File: src/rtl/butt_serializer_if.sv
// butt_serializer_if: butterfly-pair input and serial-sample output handshakes
interface butt_serializer_if #(parameter int IN_W = 11);
  logic i_vld, o_rdy, o_vld, i_rdy, o_last;
  logic signed [IN_W-1:0] i_LI, i_LQ, i_RI, i_RQ, o_I, o_Q;
  modport master(output i_vld, i_LI, i_LQ, i_RI, i_RQ, i_rdy, input o_rdy, o_vld, o_I, o_Q, o_last);
  modport slave(input i_vld, i_LI, i_LQ, i_RI, i_RQ, i_rdy, output o_rdy, o_vld, o_I, o_Q, o_last);
endinterface

File: src/rtl/butt_serializer.sv
// butt_serializer: turns HALF butterfly L/R pairs into L0..L(HALF-1), R0..R(HALF-1)
module butt_serializer #(
  parameter int IN_W = 11,
  parameter int STAGE = 0,
  parameter int TOTAL_STAGES = 8
) (
  input logic mclk,
  input logic i_rst_n,
  input logic i_init,
  butt_serializer_if.slave bus
);
  localparam int HALF = 2 ** (TOTAL_STAGES - STAGE - 1);
  localparam int CW = (HALF > 1) ? $clog2(HALF) : 1;
  localparam logic [CW-1:0] LAST = CW'(HALF - 1);
  typedef enum logic {ST_L, ST_R} state_t;
  state_t st;
  logic [CW-1:0] wr_cnt, rd_cnt;
  logic [2*IN_W-1:0] buf_mem [2**CW];
  logic ld, acc, wr_last, rd_last;
  assign ld = ~bus.o_vld | bus.i_rdy;
  assign bus.o_rdy = i_rst_n & (st == ST_L) & ld;
  assign acc = bus.i_vld & bus.o_rdy;
  assign wr_last = wr_cnt == LAST;
  assign rd_last = rd_cnt == LAST;
  // R half of every pair parks here until all L samples have gone out
  always_ff @(posedge mclk)
    if (acc) buf_mem[wr_cnt] <= {bus.i_RI, bus.i_RQ};
  always_ff @(posedge mclk or negedge i_rst_n)
    if (!i_rst_n) begin
      st <= ST_L;
      wr_cnt <= '0;
      rd_cnt <= '0;
      bus.o_vld <= 1'b0;
      bus.o_last <= 1'b0;
      bus.o_I <= '0;
      bus.o_Q <= '0;
    end else if (i_init) begin
      st <= ST_L;
      wr_cnt <= '0;
      rd_cnt <= '0;
      bus.o_vld <= 1'b0;
      bus.o_last <= 1'b0;
    end else if (ld) begin
      if (st == ST_L) begin
        bus.o_vld <= bus.i_vld;
        bus.o_last <= 1'b0;
        if (bus.i_vld) begin
          bus.o_I <= bus.i_LI;
          bus.o_Q <= bus.i_LQ;
          wr_cnt <= wr_last ? '0 : wr_cnt + CW'(1);
          st <= wr_last ? ST_R : ST_L;
        end
      end else begin
        bus.o_vld <= 1'b1;
        {bus.o_I, bus.o_Q} <= buf_mem[rd_cnt];
        bus.o_last <= rd_last;
        rd_cnt <= rd_last ? '0 : rd_cnt + CW'(1);
        st <= rd_last ? ST_L : ST_R;
      end
    end
endmodule

File: src/flat_wrapper.sv
// flat-port wrapper written by rule: the top's interface ports become plain ports
module butt_serializer_flat 
#(
  parameter int IN_W = 11,
  parameter int STAGE = 0,
  parameter int TOTAL_STAGES = 8
)
  (mclk, i_rst_n, i_init, bus_i_vld, bus_i_LI, bus_i_LQ, bus_i_RI, bus_i_RQ, bus_i_rdy, bus_o_rdy, bus_o_vld, bus_o_I, bus_o_Q, bus_o_last);
  butt_serializer_if #(.IN_W(IN_W)) bus_i ();
  input logic mclk;
  input logic i_rst_n;
  input logic i_init;
  input wire logic [$bits(bus_i.i_vld)-1:0] bus_i_vld;
  input wire logic [$bits(bus_i.i_LI)-1:0] bus_i_LI;
  input wire logic [$bits(bus_i.i_LQ)-1:0] bus_i_LQ;
  input wire logic [$bits(bus_i.i_RI)-1:0] bus_i_RI;
  input wire logic [$bits(bus_i.i_RQ)-1:0] bus_i_RQ;
  input wire logic [$bits(bus_i.i_rdy)-1:0] bus_i_rdy;
  output wire logic [$bits(bus_i.o_rdy)-1:0] bus_o_rdy;
  output wire logic [$bits(bus_i.o_vld)-1:0] bus_o_vld;
  output wire logic [$bits(bus_i.o_I)-1:0] bus_o_I;
  output wire logic [$bits(bus_i.o_Q)-1:0] bus_o_Q;
  output wire logic [$bits(bus_i.o_last)-1:0] bus_o_last;
  assign bus_i.i_vld = bus_i_vld;
  assign bus_i.i_LI = bus_i_LI;
  assign bus_i.i_LQ = bus_i_LQ;
  assign bus_i.i_RI = bus_i_RI;
  assign bus_i.i_RQ = bus_i_RQ;
  assign bus_i.i_rdy = bus_i_rdy;
  assign bus_o_rdy = bus_i.o_rdy;
  assign bus_o_vld = bus_i.o_vld;
  assign bus_o_I = bus_i.o_I;
  assign bus_o_Q = bus_i.o_Q;
  assign bus_o_last = bus_i.o_last;
  butt_serializer #(.IN_W(IN_W), .STAGE(STAGE), .TOTAL_STAGES(TOTAL_STAGES)) u_core (.mclk(mclk), .i_rst_n(i_rst_n), .i_init(i_init), .bus(bus_i));
endmodule
File: config.mk
export PLATFORM = sky130hd
export DESIGN_NAME = butt_serializer_flat
export DESIGN_NICKNAME = d
export VERILOG_FILES = /design/src/rtl/butt_serializer_if.sv /design/src/rtl/butt_serializer.sv /design/src/flat_wrapper.sv
export SDC_FILE = /design/constraint.sdc
export NUM_CORES = 2
export LEC_CHECK = 0
export CAP_MARGIN = 20
export CORE_MARGIN = 5
export CORE_UTILIZATION = 63
export CTS_CLUSTER_SIZE = 16
export DETAILED_ROUTE_END_ITERATION = 8
export PLACE_DENSITY = 0.75
export SYNTH_ARGS = -nofsm -noshare
export SYNTH_HDL_FRONTEND = slang
export SYNTH_SLANG_ARGS = --single-unit
File: constraint.sdc
create_clock -name mclk -period 3.7 [get_ports mclk]
set_input_delay 0.555 -clock mclk [delete_from_list [all_inputs] [get_ports mclk]]
set_output_delay 0.555 -clock mclk [all_outputs]
set_load 0.03 [all_outputs]
Yosys cells after proc, flatten, opt, wreduce, memory -nomap -nowiden
Memories as Yosys holds them, arrays and structs flattened.
Index checks and enable logic that the tools add are counted.
W data, S select, Z words.
{"block": "classes", "n_addsub": 2, "eq_ne": 3, "muxes": 27, "bitwise_logic": 7, "reduce_logical": 7}
{"operator": "$mux W7", "count": 9}
{"operator": "$mux W11", "count": 4}
{"operator": "$add A7 B1 Y7 const B", "count": 2}
{"operator": "$eq A7 B7 Y1 const B", "count": 2}
{"operator": "$mux W1", "count": 14}
{"operator": "$reduce_bool A2 Y1", "count": 4}
{"operator": "$reduce_and A3 Y1", "count": 2}
{"operator": "$and A1 B1 Y1", "count": 3}
{"operator": "$not A1 Y1", "count": 3}
{"operator": "$ne A2 B2 Y1 const B", "count": 1}
{"operator": "$reduce_and A2 Y1", "count": 1}
{"operator": "$or A1 B1 Y1", "count": 1}
{"block": "totals", "regBits": 39, "ramBits": 2816, "in_bits": 49, "output_inout_bits": 25, "memories": 1}
{"memory": "u_core.buf_mem", "words": 128, "word_bits": 22, "read_ports": 1, "rd_ports_with_merged_regs": 0, "wr": 1, "line_no": "butt_serializer.sv:18", "rtl": "logic [2*IN_W-1:0] buf_mem [2**CW];"}

Longest topological paths before layout
{"block": "logic_depth", "word_depth": 6, "depth_mapped": 13, "ltp_nobuf": 7}

Worst setup path after synthesis
OpenSTA, ideal clock, no wires.
{"block": "synth_path", "path_kind": "reg-to-reg", "startpoint": "register u_core.bus.o_vld", "endpoint": "memory u_core.buf_mem[110][0] in the netlist's numbering (enable)", "t_arrival_ns": 2.857, "path_slack_ns": 0.443, "stages_incl_launch_ff": 9, "path_buffers": 1, "synth_period_minus_slack_ns": 3.257, "path_cell_list": "dfrtp_1 -> nor2b_1 -> nor2_1 -> and2_1 -> nand2_1 -> nor2_1 -> nand3_1 -> clkbuf_1 -> nor2_1"}
{"block": "synth_between", "elab_chain_cells": 6}
{"element": "from (decl)", "line_no": "butt_serializer_if.sv:6", "rtl": "modport slave(input i_vld, i_LI, i_LQ, i_RI, i_RQ, i_rdy, output o_rdy, o_vld, o_I, o_Q, o_last);"}
{"element": "from (signal assigned)", "line_no": "butt_serializer.sv:45", "rtl": "bus.o_vld <= bus.i_vld;"}
{"element": "$not A1 Y1", "line_no": "butt_serializer.sv:20", "rtl": "assign ld = ~bus.o_vld | bus.i_rdy;"}
{"element": "$or A1 B1 Y1", "line_no": "butt_serializer.sv:20"}
{"element": "$and A1 B1 Y1", "line_no": "butt_serializer.sv:21", "rtl": "assign bus.o_rdy = i_rst_n & (st == ST_L) & ld;"}
{"element": "named net bus_o_rdy", "line_no": "flat_wrapper.sv:19", "rtl": "output wire logic [$bits(bus_i.o_rdy)-1:0] bus_o_rdy;"}
{"element": "$and A1 B1 Y1", "line_no": "butt_serializer.sv:22", "rtl": "assign acc = bus.i_vld & bus.o_rdy;"}
{"element": "$mux W1", "line_no": "butt_serializer.sv:27", "rtl": "if (acc) buf_mem[wr_cnt] <= {bus.i_RI, bus.i_RQ};"}
{"element": "$mux W1 (not written as such)", "line_no": "butt_serializer.sv:27"}
{"element": "to (decl)", "line_no": "butt_serializer.sv:18"}
The timed path passes the listed nets, and every way through them passes these cells.

Worst setup path after layout
{"block": "layout_path", "startpoint": "register u_core.rd_cnt[0]", "endpoint": "register u_core.bus.o_I[4]"}
{"block": "layout_between", "elab_chain_cells": 2}
{"element": "from (decl)", "line_no": "butt_serializer.sv:17", "rtl": "logic [CW-1:0] wr_cnt, rd_cnt;"}
{"element": "from (signal assigned)", "line_no": "butt_serializer.sv:57", "rtl": "rd_cnt <= rd_last ? '0 : rd_cnt + CW'(1);"}
{"element": "$mem_v2 Z128 W22"}
{"element": "$mux W11", "line_no": "butt_serializer.sv:44", "rtl": "if (st == ST_L) begin"}
{"element": "to (signal assigned)", "line_no": "butt_serializer.sv:48", "rtl": "bus.o_I <= bus.i_LI;"}
{"element": "to (signal assigned)", "line_no": "butt_serializer.sv:55", "rtl": "{bus.o_I, bus.o_Q} <= buf_mem[rd_cnt];"}
{"element": "to (decl)", "line_no": "butt_serializer_if.sv:6"}
Every way passes these cells.
A chain may end at the register's enable or synchronous reset.

==> results.md <==
* Status: finished with violations
* Failing checks: setup timing
* Die Wd at 429.7 um
* Commonest non-fill, non-tap cells in the layout: edfxtp_1, mux2i_1, mux4_2, buf_4, clkbuf_16
* Area growth syn-to-layout at 14.81%
* Post-synth EDFFs at 2816
* Leading cell type in the layout, fill and taps excluded: edfxtp_1
* CTS Buf Count at 295
* CTS Sinks at 2855
* H-tree depth at 5
* Slew Limit Fails at 0
* First-pass GRT wire length at 450300 um
* Clk_lat worst skew at 0.94 ns
* Layout Cells excl Fill at 8473
* Post-Syn Area at 0.1110 sq mm
* Die area at 0.1846 sq mm
* RD Place Congestion at 0.9768
* Hold Crit Depth at 1
* GRT Residual Overflow at 0
* Share of cells above drive strength 1 at 24.72%
* Tmin final at 3.720 ns
* Antenna violations before repair at 32
* Adder-cell share of the synthesized area at 0.02255%
* Largest net degree at the start of global routing at 129
* Sw frac at 19.81%
* Vias in the first global route at 59320
* Combinational Power Share at 1.7%
* Setup violations, final at 1
* Syn Area/Cell at 20.59 sq um
* Sw Pwr at 0.01278 W
* # rows at 154
* Int Power at 0.05174 W
* Design area at 0.1274 sq mm
* Max FO, Critical Path at 15
* DRT iter0 DRCs at 9734
* Die Y at 429.7 um
* Clock power share at 43.0%
* #FFs+latches synth at 2855
* WL final at 321200 um
* Largest family of logic cells by synthesized area: multiplexers
* Core box area at 0.1757 sq mm
* Synth warn at 0
* Starting Density at 63.15%
* DP HPWL at 193200 um
* Worst Reg2Reg Path Length in Cells at 8
* Post-DP Area at 0.1185 sq mm
* CTS tree: done
* Max Freq at 268.8 MHz
* Clock input transition at the sequential cells of the worst setup and hold paths at 0.06 ns
* Placed Cells at 7956
* Hold Violations, Final at 0
* Syn_nets at 5440
* Crit end category: flop
* Sequential share of power at 55.3%
* Clock Path Buffers at 4
* Post-synthesis mux area share at 14.60%
* Post-route DRC at 0
* Crit path required time at 4.48 ns
* Xor/xnor cell area share of the yosys netlist at 0.04735%
* RSZ-0062 raised after global routing: no
* Maxcap violations at 0
* Wire per inst at 37.91 um
* Top Ports at 74
* Ys async rst share at 1.366%
* Root Buffer: clkbuf_16
* Max_slew headroom at 20.10%
* Library cells used by synthesis at 69
* DRT antenna net count at 0
* Least-Margin Pin Slew at 1.199 ns
* Syn Inst Count at 5389
* Type of origin of the critical path: flop
* Period utilization at 100.5%
* P_leak at 38.66 nW
* Post-synthesis compound-gate area fraction at 4.217%
* Worst VDD drop at 0.6941 mV
* Kind of critical path: flop to flop
* Arrival time at the worst endpoint at 4.50 ns
* Simple-gate share of the synthesized area at 2.173%
* Number of port buffers at 73
* Cell Pwr Density at 506.4 mW/mm^2
* Clock Skew at 0.05644 ns
* Final WS setup at -0.02026 ns
* Via density at 7.192
* Post-synthesis sequential area ratio at 77.08%
* Main synth FF type: edfxtp_1
* Via count at 60940
* Drt first pass iters at 6
* GRT Resource Usage Total at 34.68%
* Nets at 5968
* Hold crit path type: primary input to flop
[power by group through the flow]
stage	Clock [W]	Combinational, W	Sequential (W)
CTS	0.0279	0.00107	0.0357
finish	0.0278	0.00109	0.0357
global route	0.0293	0.00113	0.0356
detailed placement	0	0.00107	0.0364
global placement	0	0.00103	0.0364
floorplan	0	0.000101	0.0364
[synth_stat cells (13+ instances only)]
master	number	area, sq um
nand3_1	29	145.1
o221ai_1	188	1647
buf_1	22	82.58
nor3b_1	15	112.6
buf_4	38	285.3
buf_8	18	270.3
nor3_1	62	310.3
nor2_1	212	795.8
edfxtp_1	2816	84560
and2_1	22	137.6
buf_2	57	285.3
a21o_1	13	97.59
buf_6	49	551.8
nand2_1	124	465.5
mux2i_1	507	5075
a21oi_1	142	710.7
o22ai_1	119	744.5
a31oi_1	24	150.1
mux4_2	478	10770
o21ai_0	80	400.4
or3_1	18	112.6
dfrtp_1	39	975.9
clkbuf_1	128	480.5
[registers in the layout, summed over array words and instances, names as in the netlist]
name,count
u_core.rd_cnt,7
u_core.bus.o_I,11
u_core.buf_mem,2816
u_core.bus.o_last,1
u_core.wr_cnt,7
u_core.st,1
u_core.bus.o_Q,11
u_core.bus.o_vld,1
[metal layers]
metal,vias up,GRT usage (%),wire [um]
li1,23650,-,-
met1,31160,47.15,109900
met2,5211,52.31,148600
met3,906,9.190,41650
met4,14,18.89,21030
met5,-,0,82
[through the flow]
step           setup slack (ns)  setup TNS, ns  hold slack (ns)  util [%]  power [W]
3_3_place_gp           -0.03144       -0.03144           0.5704     67.42    0.03738
2_1_floorplan            0.4427              0           0.2594         -    0.03647
4_1_cts                 0.09290              0          0.09861     72.43    0.06465
6_report               -0.02026       -0.02026           0.1277     72.50    0.06452
5_1_grt                 0.03719              0           0.1084     72.47    0.06611
3_5_place_dp            -0.1068        -0.1068           0.5857     67.42    0.03742
[path summary, 6_finish.rpt]
check	start	end	slack [ns]
worst min-delay path	bus_i_RI[8]	u_core.buf_mem[50][19]$_DFFE_PP_	0.13
worst max register to register	u_core.rd_cnt[0]$_DFFE_PN0P_	u_core.bus.o_I[4]$_DFFE_PN0P_	-0.02
worst max-delay path	u_core.rd_cnt[0]$_DFFE_PN0P_	u_core.bus.o_I[4]$_DFFE_PN0P_	-0.02
worst min register to register	u_core.st$_DFFE_PN0P_	u_core.bus.o_vld$_DFFE_PN0P_	0.61
min in group asynchronous	i_rst_n	u_core.bus.o_I[6]$_DFFE_PN0P_	0.43
max in group asynchronous	i_rst_n	u_core.rd_cnt[1]$_DFFE_PN0P_	2.74
[worst max-delay path: stages (launching register included)]
cell	delay, ns
dfrtp_4	0.64
buf_12	0.23
buf_4	0.19
buf_12	0.18
mux4_2	0.55
mux4_2	0.54
o22ai_1	0.74
or3_1	0.35
o21ai_0	0.13
[cell families after synthesis]
logic type | count (synthesis)
fa+ha+maj | 2
simple gates | 533
mux | 1001
buf+inv | 321
compound gates | 671
flops | 2855
xor+xnor | 6
[layout make-up]
type	count	area [sq um]
flip-flops and latches	2855	85550
fillers	9710	48320
multi-input cells	2213	23740
clock buffers	361	7767
repair buffers	548	6305
well taps	2340	2928
clock inverters	127	1027
diodes	25	62.56
inverters	4	27.53
[what timing repair did]
item                                   in CTS  in global routing
endpoints found under the hold margin      39                  0
hold buffers                                1                  0
pin swaps                                   0                  0
setup endpoints to repair                   1                  1
resized for setup                           1                  1
buffers inserted                            0                  0
(Power assumes the default switching activity.)
